--- src/rtl/isolde_vli_fetch_buffer.sv ---
// ----------------------------------------------------------------------------
// isolde_vli_fetch_buffer
// Aligns a stream of 32-bit fetch words into variable-length instruction
// batches (1..5 words) for the ISOLDE custom instruction decoder. Words are
// queued in a circular buffer. The header word at the read pointer sets the
// instruction length. Once all of its words are present, the instruction is
// presented as a 5-word batch, and it is popped when the decoder acknowledges.
//
// Ports
//   clk_i          clock
//   rst_ni         asynchronous active-low reset
//   flush_i        synchronous discard of all buffered words (beats push/pop)
//   in_valid_i     fetch word valid
//   in_word_i      fetch word
//   in_ready_o     buffer accepts a word this cycle (space, or a pop this cycle)
//   batch_o        batch_o[k] = k-th word of current instruction, 0 beyond length
//   batch_len_o    current instruction length in words (1..5)
//   batch_valid_o  all batch_len_o words are buffered
//   batch_ack_i    decoder consumes the current batch
//   len_err_o      current header carries an illegal length code
//   count_o        number of buffered words
// ----------------------------------------------------------------------------

// Assertion checker: the occupancy bound, the handshake and the length range.
module isolde_vli_fetch_buffer_chk #(
  parameter int unsigned DEPTH = 8,
  parameter int unsigned CNT_W = 4
) (
  input logic             clk_i,
  input logic             rst_ni,
  input logic             push_i,
  input logic             in_ready_i,
  input logic [CNT_W-1:0] count_i,
  input logic [2:0]       batch_len_i
);

  a_count_bound: assert property (@(posedge clk_i) disable iff (!rst_ni)
    count_i <= CNT_W'(DEPTH));

  a_push_ready: assert property (@(posedge clk_i) disable iff (!rst_ni)
    push_i |-> in_ready_i);

  a_len_range: assert property (@(posedge clk_i) disable iff (!rst_ni)
    (batch_len_i >= 3'd1) && (batch_len_i <= 3'd5));

endmodule

module isolde_vli_fetch_buffer #(
  parameter int unsigned DEPTH       = 8,
  parameter logic [6:0]  VLEN_OPCODE = 7'h5B
) (
  input  logic                       clk_i,
  input  logic                       rst_ni,
  input  logic                       flush_i,
  input  logic                       in_valid_i,
  input  logic [31:0]                in_word_i,
  output logic                       in_ready_o,
  output logic [4:0][31:0]           batch_o,
  output logic [2:0]                 batch_len_o,
  output logic                       batch_valid_o,
  input  logic                       batch_ack_i,
  output logic                       len_err_o,
  output logic [$clog2(DEPTH):0]     count_o
);

  localparam int unsigned PTR_W = $clog2(DEPTH);
  localparam int unsigned CNT_W = PTR_W + 1;
  localparam logic [CNT_W-1:0] DEPTH_C = CNT_W'(DEPTH);

  logic [31:0]      mem_q [DEPTH];
  logic [PTR_W-1:0] rd_ptr_q, rd_ptr_d;
  logic [PTR_W-1:0] wr_ptr_q, wr_ptr_d;
  logic [CNT_W-1:0] count_q, count_d;

  logic [2:0]       len_s;
  logic             len_err_s;
  logic             batch_valid_s;
  logic             pop_req_s;
  logic             pop_s;
  logic             push_s;
  logic             in_ready_s;
  logic [4:0][31:0] batch_s;
  logic [2:0]       len_code_s;

  // Length decode of the header word at the read pointer.
  always_comb begin
    len_s      = 3'd1;
    len_err_s  = 1'b0;
    len_code_s = mem_q[rd_ptr_q][14:12];
    if ((count_q != {CNT_W{1'b0}}) && (mem_q[rd_ptr_q][6:0] == VLEN_OPCODE)) begin
      if (len_code_s <= 3'd4) begin
        len_s = len_code_s + 3'd1;
      end else begin
        // An illegal code is treated as a single word so the stream keeps moving.
        len_err_s = 1'b1;
      end
    end else begin
      len_s = 3'd1;
    end
  end

  // Handshake decode. in_ready accepts a pop in the same cycle, which frees space.
  always_comb begin
    batch_valid_s = (count_q >= CNT_W'(len_s));
    pop_req_s     = batch_valid_s && batch_ack_i;
    in_ready_s    = (count_q < DEPTH_C) || pop_req_s;
    pop_s         = pop_req_s && !flush_i;
    push_s        = in_valid_i && in_ready_s && !flush_i;
  end

  // Batch view. Slots at or beyond the instruction length read as zero.
  always_comb begin
    batch_s = '0;
    for (int k = 0; k < 5; k++) begin
      if ((count_q != {CNT_W{1'b0}}) && (3'(k) < len_s)) begin
        batch_s[k] = mem_q[rd_ptr_q + PTR_W'(k)];
      end else begin
        batch_s[k] = 32'h0000_0000;
      end
    end
  end

  // Next-state pointers and occupancy.
  always_comb begin
    rd_ptr_d = rd_ptr_q;
    wr_ptr_d = wr_ptr_q;
    count_d  = count_q;
    if (flush_i) begin
      rd_ptr_d = {PTR_W{1'b0}};
      wr_ptr_d = {PTR_W{1'b0}};
      count_d  = {CNT_W{1'b0}};
    end else begin
      if (push_s) begin
        wr_ptr_d = wr_ptr_q + {{(PTR_W-1){1'b0}}, 1'b1};
      end else begin
        wr_ptr_d = wr_ptr_q;
      end
      if (pop_s) begin
        rd_ptr_d = rd_ptr_q + PTR_W'(len_s);
      end else begin
        rd_ptr_d = rd_ptr_q;
      end
      count_d = count_q + {{(CNT_W-1){1'b0}}, push_s}
                - (pop_s ? CNT_W'(len_s) : {CNT_W{1'b0}});
    end
  end

  // Pointer and occupancy registers.
  always_ff @(posedge clk_i or negedge rst_ni) begin
    if (!rst_ni) begin
      rd_ptr_q <= {PTR_W{1'b0}};
      wr_ptr_q <= {PTR_W{1'b0}};
      count_q  <= {CNT_W{1'b0}};
    end else begin
      rd_ptr_q <= rd_ptr_d;
      wr_ptr_q <= wr_ptr_d;
      count_q  <= count_d;
    end
  end

  // Word storage. Contents are only visible through occupied slots.
  always_ff @(posedge clk_i) begin
    if (push_s) begin
      mem_q[wr_ptr_q] <= in_word_i;
    end
  end

  assign in_ready_o    = in_ready_s;
  assign batch_o       = batch_s;
  assign batch_len_o   = len_s;
  assign batch_valid_o = batch_valid_s;
  assign len_err_o     = len_err_s;
  assign count_o       = count_q;

  isolde_vli_fetch_buffer_chk #(
    .DEPTH (DEPTH),
    .CNT_W (CNT_W)
  ) u_chk (
    .clk_i       (clk_i),
    .rst_ni      (rst_ni),
    .push_i      (push_s),
    .in_ready_i  (in_ready_s),
    .count_i     (count_q),
    .batch_len_i (len_s)
  );

endmodule

--- config.mk ---
export PLATFORM = sky130hd
export DESIGN_NAME = isolde_vli_fetch_buffer
export DESIGN_NICKNAME = d
export VERILOG_FILES = /design/src/rtl/isolde_vli_fetch_buffer.sv
export SDC_FILE = /design/constraint.sdc
export NUM_CORES = 1
export LEC_CHECK = 0
export BUFFER_PORTS_ARGS = -buffer_cell sky130_fd_sc_hd__buf_2
export CORE_ASPECT_RATIO = 1.4
export CORE_MARGIN = 3
export CORE_UTILIZATION = 25
export CTS_CLUSTER_DIAMETER = 100
export DETAILED_ROUTE_END_ITERATION = 10
export PLACE_DENSITY = 0.42
export SLEW_MARGIN = 10
export SYNTH_ARGS = -nofsm -noshare
export SYNTH_HDL_FRONTEND = slang
export SYNTH_SLANG_ARGS = --single-unit
--- constraint.sdc ---
create_clock -name clk_i -period 15.32 [get_ports clk_i]
set_input_delay 3.064 -clock clk_i [delete_from_list [all_inputs] [get_ports clk_i]]
set_output_delay 3.064 -clock clk_i [all_outputs]
set_load 0.01 [all_outputs]
Yosys cells after proc, flatten, opt, wreduce, memory -nomap -nowiden
Memory sizes are Yosys's and may differ from the RTL's.
Cells that the tools add are included.

word-level totals
  memories = 1
  input bits = 37
  bits in writable memories = 256
  logic and storage cells = 54
  bits in registers = 10
  output and inout port bits = 170

operators by class
  $add $sub $neg = 9
  multiplexer cells = 17
  magnitude comparators = 8
  equality and inequality tests = 1
  reductions and logical operators = 15

memory list
  memory  depth  width  rd ports  clocked after memory_dff  write ports  line  RTL
  mem_q   8      32     5         0                         1            70    logic [31:0] mem_q [DEPTH];

operator list
  operator             count
  $mux 32              5
  $mux 3               7
  $logic_and 1x1->1    10
  $add 3x1->3 const B  3
  $eq 7x7->1 const B   1
  $add 3x2->3 const B  2
  $lt 1x3->1 const A   2
  $lt 2x3->1 const A   2
  $add 4x1->4          1
  $ge 4x3->1           1
  $lt 4x4->1 const B   1
  $mux 1               4
  $mux 4               1
  $reduce_bool 2->1    2
  $reduce_bool 4->1    1
  $sub 4x3->4          1
  $add 3x3->3          1
  $add 3x3->3 const B  1
  $le 3x3->1 const B   1
  $lt 3x3->1 const A   1
  $logic_not 1->1      1
  $logic_or 1x1->1     1

Depth between registers and ports, before layout
Gate-level depths: netlist (run 1).
An unclocked memory read counts as a cell.

  depth after elaboration = 12
  depth in mapped cells = 26
  depth with buffers taken out = 21

Worst setup path before layout (run 1)
No wires, ideal clock.

  path kind = register to output
  start = register rd_ptr_q[1]
  end = output batch_valid_o
  setup slack = 8445 ps
  path buffers = 5
  data arrival time = 3811 ps
  cell stages (with the launch flop) = 19
  required time = 12256 ps
  path through = dfrtp_1 -> buf_4 -> buf_4 -> buf_2 -> buf_2 -> buf_2 -> mux4_2 -> nand2_1 -> nand2_1 -> inv_1 -> ha_1 -> nand2b_1 -> and2_1 -> nand2_1 -> ha_1 -> nand2b_1 -> a21o_1 -> a211oi_1 -> inv_1

on the way
  cells in the longest elaborated chain, start to end = 5
  elaborated cells between the ends (all ways) = 8
  classes of those cells = 1 x add/sub; 2 x order compare; 1 x eq/ne; 2 x mux; 1 x reduce/logical; 1 x memory

ends and longest elaborated chain
  item                                                line    RTL
  start, declared                                     71      logic [PTR_W-1:0] rd_ptr_q, rd_ptr_d;
  start signal, assigned                              151     rd_ptr_q <= {PTR_W{1'b0}};
  start signal, assigned                              155     rd_ptr_q <= rd_ptr_d;
  $mem_v2 8x32 (*)                                    -
  $add 3x1->3, or another cell as far along           92      len_s = len_code_s + 3'd1;
  $mux 3 / $logic_and 1x1->1 (equally long branches)  91, 90
  $mux 3 (*)                                          90      if ((count_q != {CNT_W{1'b0}}) && (mem_q[rd_ptr_q][6:0] == VLEN_OPCODE)) begin
  via batch_len_o[0]                                  59      output logic [2:0] batch_len_o,
  $ge 4x3->1 (*)                                      104     batch_valid_s = (count_q >= CNT_W'(len_s));
  end, declared                                       60      output logic batch_valid_o,

Mark *: on every way through the listed nets, which the timed path passes. The rest lies on a longest branch.

Final worst setup path (run 1)
  start = register rd_ptr_q[2]
  end = output batch_valid_o

on the way
  cells in the longest elaborated chain, start to end = 5
  elaborated cells between the ends (all ways) = 8
  classes of those cells = 1 x add/sub; 2 x order compare; 1 x eq/ne; 2 x mux; 1 x reduce/logical; 1 x memory

ends and longest elaborated chain
  item                                                line
  $mem_v2 8x32 (*)                                    -
  $add 3x1->3, or another cell as far along           92
  $mux 3 / $logic_and 1x1->1 (equally long branches)  91, 90
  $mux 3 (*)                                          90
  $ge 4x3->1 (*)                                      104

Mark *: on every way between the ends. The rest lies on a longest branch, timed or not.

==> flow_summary_export.csv, run 1 <==
group,metric,value,unit
cts,clkSinkCount,266,
die,fp.dieArea,73020,um^2
sta,final-max-slew-violation-count,0,
setup_path,critical_path.max_stage_delay,0.72,ns
setup_path,worst_setup_path_start_kind,"flip-flop",
layout,final_layout_size_suffix_gt1_frac,0.3989,
setup_path,path_class,"flip-flop to output port",
place,hpwl,40940,um
sta,layout_skew,0.03656,ns
route,post_drt_wl_per_cell,27.12,um
sta,relSlewSlack,0.2631,
cts,cts-root-to-sink-buffers,3,
die,rows,114,
power,power.density,165.9,nW/um^2
setup_path,crit_path_cell_trace,"inv_4 > buf_4 > mux2i_4 > ha_1 > nand2b_1 > and2_1 > nand2_1 > ha_1 > nand2b_1 > a21o_1 > a211oi_1 > inv_1 > buf_2",
die,io_pins,207,
route,routed-via-count,12300,
yosys,synth.most_common_cell,"sky130_fd_sc_hd__edfxtp_1",
cts,post_cts_hold_buffer_count,0,
sta,setup_slack,6.881,ns
sta,tightest_slew,1.105,ns
setup_path,cp_data_required_time,12.26,ns
yosys,post_synth_edffs,256,
place,place_worst_setup_slack,7.549,ns
yosys,ys_top_cells_by_area,"sky130_fd_sc_hd__edfxtp_1 (44%), sky130_fd_sc_hd__mux4_2 (29%), sky130_fd_sc_hd__mux2i_1 (7.4%)",
layout,area_growth_syn_to_layout,18.06,%
layout,seq_area,7949,um^2
route,drt_drc_violations_left,0,
cts,cts_tree,"built",
setup_path,timing.critical_path.slowest_stage_cell,"sky130_fd_sc_hd__dfrtp_4",
sta,min_period,8.439,ns
route,antenna_violating_nets_post_route,0,
cts,worstSkewPairLatency,0.61,ns
route,post_drt_via_cell_ratio,5.252,
die,floorplan.die.height,318.5,um
place,port_buffer_count,206,
global_routing,first_global_vias,12720,
run,max_cap_viol_count,0,
layout,layout.filler_cells,6967,
yosys,syn-mean-instance-area,14.25,um^2
route,routed_wirelength,63500,um
place,routabilityCongestion,0.7918,
sta,final_min_period_over_clock_period,0.5509,
setup_path,critical_path_buf_inv_count,4,
power,peakVddDrop,0.1340,mV
global_routing,grt.total_usage,0.1692,
yosys,yosys_register_bits,266,
die,die_x,229.2,um
status,result_of_the_run,"completed",
setup_path,critical_path.max_fanout,48,
yosys,instance_count_of_the_mapped_netlist,1224,
layout,num-nets-final,1438,
global_routing,antenna_found_initial,6,
sta,setup_viol,0,
sta,finalHoldWorstSlack,0.6078,ns
yosys,most_instantiated_cells_after_synthesis,"sky130_fd_sc_hd__edfxtp_1 (256), sky130_fd_sc_hd__mux4_2 (223), sky130_fd_sc_hd__mux2i_1 (129)",
setup_path,critical_path_arrival,5.38,ns
yosys,synth_ff_type,"sky130_fd_sc_hd__edfxtp_1",
power,fin_total_pwr,3.416,mW
sta,tns,0,ns
yosys,seq_area_frac_synth,0.4551,
cts,clkSlewWorstSetupHoldPaths,0.06,ns
cts,cts_resized,0,
cts,clockRootBuffer,"sky130_fd_sc_hd__clkbuf_16",
sta,max_freq,118.5,MHz
global_routing,global_route_wire_length_before_repair,90940,um
setup_path,critical-path-top-delay-family,"buffers and inverters",
yosys,synth_net_count,1278,
cts,post-cts-setup-buffer-count,0,
sta,grt_setup_unrepaired,"no",
cts,num_cts_buffers,31,
yosys,yosysWarningCount,0,
yosys,synth.cell_area,17440,um^2
global_routing,grt.overflow.total,0,
cts,cts.htree.levels,1,
route,first_pass_drt_iterations,5,
sta,final_hold_viol_count,0,
layout,final_core_utilization,0.2983,
setup_path,critPathCaptureType,"output port",
global_routing,grt_start_max_net_pins,68,
yosys,top_area_cell_type_share_of_the_netlist_area,0.4407,
power,power.static_leakage,6.969,nW
yosys,post_synth_num_cell_types,47,
die,coreArea,69040,um^2
yosys,async_flop_share,0.03759,
layout,multi_input_comb_area,9126,um^2
worst_hold_path,hold_path.class,"flip-flop to flip-flop",
route,drt-initial-drc-count,940,
yosys,post-synth-top-area-cell,"sky130_fd_sc_hd__edfxtp_1",
die,start_util,0.2526,
==> cell usage in the layout (no fill, tap or decap), types with 8 or more instances in the layout <==
cell                          n
sky130_fd_sc_hd__nor2_1     108
sky130_fd_sc_hd__a21oi_1     62
sky130_fd_sc_hd__nor3_1      31
sky130_fd_sc_hd__buf_4       30
sky130_fd_sc_hd__clkbuf_16   31
sky130_fd_sc_hd__a22oi_1     11
sky130_fd_sc_hd__mux4_2     223
sky130_fd_sc_hd__edfxtp_1   256
sky130_fd_sc_hd__nand2_1    119
sky130_fd_sc_hd__mux2_2      30
sky130_fd_sc_hd__a221oi_1     8
sky130_fd_sc_hd__clkinv_1     8
sky130_fd_sc_hd__o21ai_0     18
sky130_fd_sc_hd__nor2b_1      8
sky130_fd_sc_hd__mux2i_1    129
sky130_fd_sc_hd__inv_1       12
sky130_fd_sc_hd__buf_2      206
sky130_fd_sc_hd__ha_1        14
==> layer usage <==
| layer | vias to the layer above | track usage | wire length (um) |
|---|---|---|---|
| met5 | - | 0 | 9 |
| met4 | 2 | 0.05400 | 1959 |
| met3 | 105 | 0.02944 | 3834 |
| met2 | 464 | 0.2958 | 31920 |
| met1 | 6469 | 0.2124 | 25770 |
| li1 | 5255 | - | - |
==> state kept, by name (all words and copies together), names as in the netlist <==
name      count
mem_q       256
count_o       4
rd_ptr_q      3
wr_ptr_q      3
==> worst register-to-register path, delay by kind of cell (launching register included) <==
family | cells | cell delay, ns
buffers and inverters | 3 | 1.27
multiplexers | 1 | 0.45
adder cells (fa/ha/maj) | 5 | 1.51
AO/OA/AOI/OAI | 3 | 0.94
flip-flops | 1 | 0.72
XOR/XNOR | 1 | 0.17
AND/OR/NAND/NOR | 6 | 0.94
==> cells by family after synthesis <==
group,synth area share
fa+ha+maj,0.01306
buf+inv,0.03027
mux,0.3826
flops,0.4551
xor+xnor,0.004017
compound gates,0.04003
simple gates,0.07489
==> stage by stage <==
| stage | instance area [um^2] | instances |
|---|---|---|
| after floorplan | 17440 | 1224 |
| after global placement | 19550 | 2279 |
| after detailed placement | 19550 | 2279 |
| after CTS | 20580 | 2337 |
| after global routing | 20590 | 2339 |
| final | 20590 | 2341 |
==> worst paths after layout <==
| check | from | to | slack, ns | cells past startpoint |
|---|---|---|---|---|
| hold reg to reg | wr_ptr_q[0] | wr_ptr_q[0] | 0.61 | 2 |
| setup / recovery | rd_ptr_q[2] | batch_valid_o | 6.88 | 13 |
| hold / removal | wr_ptr_q[0] | wr_ptr_q[0] | 0.61 | 2 |
| max in group asynchronous | rst_ni | count_o[0] | 12.75 | 1 |
| setup reg to reg | rd_ptr_q[2] | count_o[2] | 9.20 | 19 |
| min in group asynchronous | rst_ni | wr_ptr_q[0] | 2.32 | 1 |
==> report_power, final <==
group	switching [mW]	internal [mW]
clock network	0.318	0.439
logic	0.987	0.792
registers	0.0559	0.824
total	1.36	2.05
==> area by class of cell <==
class	instances	area share
Timing Repair Buffer	236	0.06101
Clock buffer	34	0.03822
Clock inverter	24	0.01197
Tap cell	928	0.05639
Sequential cell	266	0.3860
Antenna cell	4	0.0004861
Multi-Input combinational cell	835	0.4432
Inverter	14	0.002674
(Power assumes the default switching activity.)
==> run 2, diff against run 1 <==
- clock period: 15.32 -> 8.04 ns (I/O delays scaled with it)
==> run 2 against run 1 <==
Combinational power grew 89%. Setup slack worse by 5.4 ns. Sequential share of layout area up 0.27 points. Largest cell class unchanged.
==> flow_summary_export.csv, run 2 (synthesis results as in run 1) <==
group,metric,value,unit
sta,layout_skew,0.01039,ns
route,routed-via-count,12220,
place,dpl_cell_area,19580,um^2
worst_hold_path,hold_path.class,"flip-flop to flip-flop",
cts,clkSlewWorstSetupHoldPaths,0.06,ns
setup_path,r2r-end,"count_o[2]",
cts,worstSkewPairLatency,0.57,ns
power,peakVddDrop,0.2299,mV
global_routing,grt.overflow.total,0,
die,coreArea,69040,um^2
layout,final_core_utilization,0.2962,
setup_path,path_class,"flip-flop to output port",
setup_path,ff2ff_path_depth,19,
sta,tns,0,ns
cts,clkSinkCount,266,
die,floorplan.die.height,318.5,um
sta,tightest_slew,1.075,ns
place,place_worst_setup_slack,1.904,ns
place,port_buffer_count,206,
run,max_cap_viol_count,0,
route,post_drt_wl_per_cell,27.11,um
setup_path,critical_path.max_fanout,50,
sta,final-max-slew-violation-count,0,
sta,relSlewSlack,0.2826,
cts,post_cts_hold_buffer_count,0,
cts,cts_resized,0,
layout,final_layout_size_suffix_gt1_frac,0.3990,
setup_path,worst_setup_path_start_kind,"flip-flop",
global_routing,grt_start_max_net_pins,70,
route,routed_wirelength,63190,um
route,drt-initial-drc-count,871,
global_routing,grt.total_usage,0.1693,
power,fin_total_pwr,6.337,mW
worst_hold_path,hold_end,"wr_ptr_q[0]",
sta,min_period,6.578,ns
layout,commonest_non_fill_non_tap_cell_in_the_layout,"sky130_fd_sc_hd__edfxtp_1",
power,power.density,309.9,nW/um^2
die,io_pins,207,
cts,cts-root-to-sink-buffers,3,
status,result_of_the_run,"completed",
die,start_util,0.2526,
worst_hold_path,hold-path-cell-count,2,
die,rows,114,
layout,layout_common_cells,"sky130_fd_sc_hd__edfxtp_1 (256), sky130_fd_sc_hd__mux4_2 (223), sky130_fd_sc_hd__buf_2 (206), sky130_fd_sc_hd__mux2i_1 (129), sky130_fd_sc_hd__nand2_1 (119)",
die,fp.dieArea,73020,um^2
layout,area_growth_syn_to_layout,17.25,%
route,first_pass_drt_iterations,5,
sta,max_freq,152.0,MHz
worst_hold_path,worstHoldStart,"wr_ptr_q[0]",
setup_path,timing.rr.start,"rd_ptr_q[1]",
place,routabilityCongestion,0.7529,
layout,finalNonFillerCells,2331,
sta,finalHoldWorstSlack,0.5976,ns
place,hpwl,41420,um
setup_path,critPathCaptureType,"output port",
cts,cts.htree.levels,1,
layout,top_register,"mem_q",
setup_path,cp_data_required_time,6.43,ns
layout,layout.filler_cells,6994,
sta,setup_viol,0,
place,dpl.cell_count,2283,
global_routing,first_global_vias,12820,
setup_path,setup.reg_to_reg.worst_slack,2.39,ns
route,post_drt_via_cell_ratio,5.244,
setup_path,critical_path_arrival,4.97,ns
cts,clockRootBuffer,"sky130_fd_sc_hd__clkbuf_16",
cts,cts_tree,"built",
sta,final_hold_viol_count,0,
die,die_x,229.2,um
layout,largest_register_ffs,256,
sta,setup_slack,1.462,ns
cts,num_cts_buffers,29,
global_routing,antenna_found_initial,10,
route,antenna_violating_nets_post_route,0,
sta,grt_setup_unrepaired,"no",
route,drt_drc_violations_left,0,
power,power.static_leakage,6.923,nW
cts,post-cts-setup-buffer-count,0,
layout,finalInstanceArea,20450,um^2
layout,num-nets-final,1440,
global_routing,global_route_wire_length_before_repair,91480,um
sta,final_min_period_over_clock_period,0.8182,
## run 2: changes by cell type in the layout (fill, tap and decap cells not counted), moves of 2 or more
cell                         before  now
sky130_fd_sc_hd__clkbuf_16       31   29
sky130_fd_sc_hd__clkinv_1         8    5
sky130_fd_sc_hd__clkbuf_1         3    1
sky130_fd_sc_hd__buf_4           30   34
sky130_fd_sc_hd__bufinv_16        4    2
sky130_fd_sc_hd__clkinvlp_4       4    1
sky130_fd_sc_hd__diode_2          4    2
## run 2: layout make-up
type / instances / area, um^2 / share of cell area
Multi-Input combinational cell: 835 / 9126 / 0.4463
Inverter: 14 / 55.05 / 0.002692
Antenna cell: 2 / 5.005 / 0.0002447
Clock inverter: 16 / 137.6 / 0.006730
Sequential cell: 266 / 7949 / 0.3887
Clock buffer: 30 / 729.5 / 0.03567
Tap cell: 928 / 1161 / 0.05678
Timing Repair Buffer: 240 / 1286 / 0.06290
## run 2: worst max-delay path by stage
| stage | to | from | slack, ns | cells after the start |
|---|---|---|---|---|
| 3_3_place_gp | batch_o[122] | rd_ptr_q[1] | 1.91 | 9 |
| 6_report | batch_o[122] | rd_ptr_q[1] | 1.46 | 9 |
| 2_1_floorplan | batch_valid_o | rd_ptr_q[1] | 2.62 | 18 |
| 3_5_place_dp | batch_o[111] | rd_ptr_q[1] | 1.90 | 9 |
| 5_1_grt | batch_o[122] | rd_ptr_q[1] | 1.11 | 9 |
| 4_1_cts | batch_o[111] | rd_ptr_q[1] | 1.29 | 9 |
## run 2: critical path: stages, from the launching register on
cell	delay, ns
sky130_fd_sc_hd__dfrtp_4	0.88
sky130_fd_sc_hd__buf_4	0.76
sky130_fd_sc_hd__inv_1	0.60
sky130_fd_sc_hd__ha_4	0.34
sky130_fd_sc_hd__xnor2_2	0.13
sky130_fd_sc_hd__buf_4	0.67
sky130_fd_sc_hd__mux4_2	0.42
sky130_fd_sc_hd__mux2i_1	0.27
sky130_fd_sc_hd__nor2_1	0.08
sky130_fd_sc_hd__buf_2	0.17
## run 2: per-layer routing
layer  track usage  vias up  part of all wire  routed length (um)
li1              -     5250                 -                   -
met1        0.2071     6430              0.40               24970
met2        0.3024      441              0.51               32290
met3       0.03078       94             0.062                3902
met4       0.05218        8             0.031                1977
met5             0        -           0.00074                  47
## run 2: power breakdown
group | total [mW] | internal (mW) | switching, mW
Sequential | 1.71 | 1.57 | 0.143
Clock | 1.27 | 0.714 | 0.556
Combinational | 3.36 | 1.51 | 1.85
Total | 6.34 | 3.79 | 2.55
==> run 3, diff against run 2 <==
- clock period: 8.04 -> 6.4 ns (I/O delays scaled with it)
==> run 3 against run 2 <==
Power is 28% higher. Worst hold slack worse by 0.026 ns. Flip-flop and latch count stayed put. Combinational power is 29% higher. Clock power is 35% higher. Via count is 0.52% higher.
==> flow_summary_export.csv, run 3 (synthesis results as in run 1) <==
group,metric,value,unit
status,result_of_the_run,"completed",
die,io_pins,207,
sta,relSlewSlack,0.3133,
place,port_buffer_count,206,
setup_path,worst_setup_path_start_kind,"flip-flop",
setup_path,critical_path.max_fanout,47,
cts,cts_resized,0,
layout,final_layout_size_suffix_gt1_frac,0.4068,
layout,final_core_utilization,0.2996,
power,power.density,392.3,nW/um^2
power,power.static_leakage,7.036,nW
die,rows,114,
layout,commonest_non_fill_non_tap_cell_in_the_layout,"sky130_fd_sc_hd__edfxtp_1",
setup_path,critical_path.max_stage_delay,0.88,ns
sta,tightest_slew,1.028,ns
layout,layout.filler_cells,7002,
sta,grt_setup_unrepaired,"no",
cts,cts_tree,"built",
sta,final_hold_viol_count,0,
die,die_x,229.2,um
place,dpl.cell_count,2293,
setup_path,crit_path_cell_trace,"mux4_2 > mux2i_4 > inv_1 > ha_1 > nand3b_1 > nand3_1 > nand3_2 > buf_4 > a21oi_1 > buf_2",
die,start_util,0.2526,
global_routing,grt.total_usage,0.1674,
run,max_cap_viol_count,0,
route,drt_drc_violations_left,0,
cts,cts.htree.levels,1,
route,routed_wirelength,62890,um
route,drt-initial-drc-count,1170,
setup_path,critical_path_arrival,4.50,ns
global_routing,antenna_found_initial,4,
sta,min_period,5.778,ns
sta,setup_viol,0,
layout,num-nets-final,1451,
setup_path,path_class,"flip-flop to output port",
global_routing,global_route_wire_length_before_repair,90620,um
layout,layout_common_cells,"sky130_fd_sc_hd__edfxtp_1 (256), sky130_fd_sc_hd__mux4_2 (223), sky130_fd_sc_hd__buf_2 (206), sky130_fd_sc_hd__mux2i_1 (129), sky130_fd_sc_hd__nand2_1 (119)",
route,routed-via-count,12290,
place,routabilityCongestion,0.8185,
cts,clockRootBuffer,"sky130_fd_sc_hd__clkbuf_16",
die,coreArea,69040,um^2
route,antenna_violating_nets_post_route,0,
setup_path,timing.critical_path.slowest_stage_cell,"sky130_fd_sc_hd__dfrtp_4",
place,dpl_cell_area,19700,um^2
cts,clkSinkCount,266,
cts,num_cts_buffers,30,
die,floorplan.die.height,318.5,um
die,fp.dieArea,73020,um^2
setup_path,critical-path-top-delay-family,"flip-flops",
power,peakVddDrop,0.2045,mV
route,post_drt_via_cell_ratio,5.226,
global_routing,first_global_vias,12650,
setup_path,critPathCaptureType,"output port",
global_routing,grt_start_max_net_pins,60,
layout,area_growth_syn_to_layout,18.58,%
layout,largest_register_ffs,256,
cts,post-cts-setup-buffer-count,0,
setup_path,critical_path_buf_inv_count,3,
route,first_pass_drt_iterations,5,
route,post_drt_wl_per_cell,26.75,um
sta,max_freq,173.1,MHz
cts,clkSlewWorstSetupHoldPaths,0.06,ns
cts,cts-root-to-sink-buffers,3,
place,hpwl,42590,um
cts,post_cts_hold_buffer_count,0,
sta,layout_skew,0.009137,ns
global_routing,grt.overflow.total,0,
cts,worstSkewPairLatency,0.58,ns
layout,finalInstanceArea,20680,um^2
sta,final-max-slew-violation-count,0,
sta,final_min_period_over_clock_period,0.9028,
setup_path,cp_data_required_time,5.12,ns
sta,tns,0,ns
worst_hold_path,hold_path.class,"input port to async pin",
layout,top_register,"mem_q",
layout,finalNonFillerCells,2351,
-- run 3: changes by cell type in the layout (fill, tap and decap cells not counted), moves of 2 or more --
cell	previous run	this run
sky130_fd_sc_hd__buf_12	0	4
sky130_fd_sc_hd__clkbuf_1	1	3
sky130_fd_sc_hd__clkinv_2	5	10
sky130_fd_sc_hd__clkinvlp_4	1	4
sky130_fd_sc_hd__inv_6	2	0
sky130_fd_sc_hd__buf_4	34	40
-- run 3: area by class of cell --
class / instances / area, um^2 / area share
diodes: 2 / 5.005 / 0.0002420
clock buffers: 33 / 762.0 / 0.03684
clock inverters: 23 / 212.7 / 0.01028
inverters: 14 / 55.05 / 0.002662
multi-input cells: 835 / 9126 / 0.4413
flip-flops and latches: 266 / 7949 / 0.3843
well taps: 928 / 1161 / 0.05614
repair buffers: 250 / 1411 / 0.06824
-- run 3: path summary, 6_finish.rpt --
path	slack, ns	start	endpoint	cells past startpoint
worst max register to register	1.19	rd_ptr_q[1]	count_o[2]	18
worst min-delay path	0.57	rst_ni	count_o[0]	1
worst max-delay path	0.62	rd_ptr_q[1]	batch_o[62]	10
worst min register to register	0.60	wr_ptr_q[0]	wr_ptr_q[0]	2
max in group asynchronous	5.58	rst_ni	rd_ptr_q[0]	1
min in group clk_i	0.60	wr_ptr_q[0]	wr_ptr_q[0]	2
-- run 3: per-stage QoR --
| step | total power, mW | hold WS, ns | worst slack, ns |
|---|---|---|---|
| floorplan | 5.185 | 0.5459 | 1.240 |
| global placement | 6.500 | 0.5756 | 1.150 |
| detailed placement | 6.502 | 0.5897 | 1.183 |
| CTS | 8.242 | 0.5511 | 0.5631 |
| global route | 8.576 | 0.5691 | 0.1447 |
| finish | 8.114 | 0.5719 | 0.6220 |
-- run 3: per-layer routing --
metal | wire length [um] | vias to the layer above | share of wire | track usage
li1 | - | 5281 | - | -
met1 | 25310 | 6468 | 0.40 | 0.2120
met2 | 32310 | 464 | 0.51 | 0.3002
met3 | 3908 | 72 | 0.062 | 0.02577
met4 | 1344 | 2 | 0.021 | 0.03851
met5 | 9 | - | 0.00014 | 0
-- run 3: worst reg2reg max path: cells and delay by family, from the launching register on --
family,cells,cell delay (ns)
AO/OA/AOI/OAI,5,1.38
adder cells (fa/ha/maj),4,1.22
flip-flops,1,0.88
AND/OR/NAND/NOR,5,0.64
multiplexers,1,0.47
buffers and inverters,2,0.33
XOR/XNOR,1,0.18
-- run 3: report_power, final --
group / total [mW] / switching, mW / internal, mW / leakage (nW)
logic: 4.32 / 2.38 / 1.94 / 4.12
clock network: 1.71 / 0.730 / 0.982 / 0.475
registers: 2.08 / 0.109 / 1.97 / 2.44
total: 8.11 / 3.22 / 4.90 / 7.04
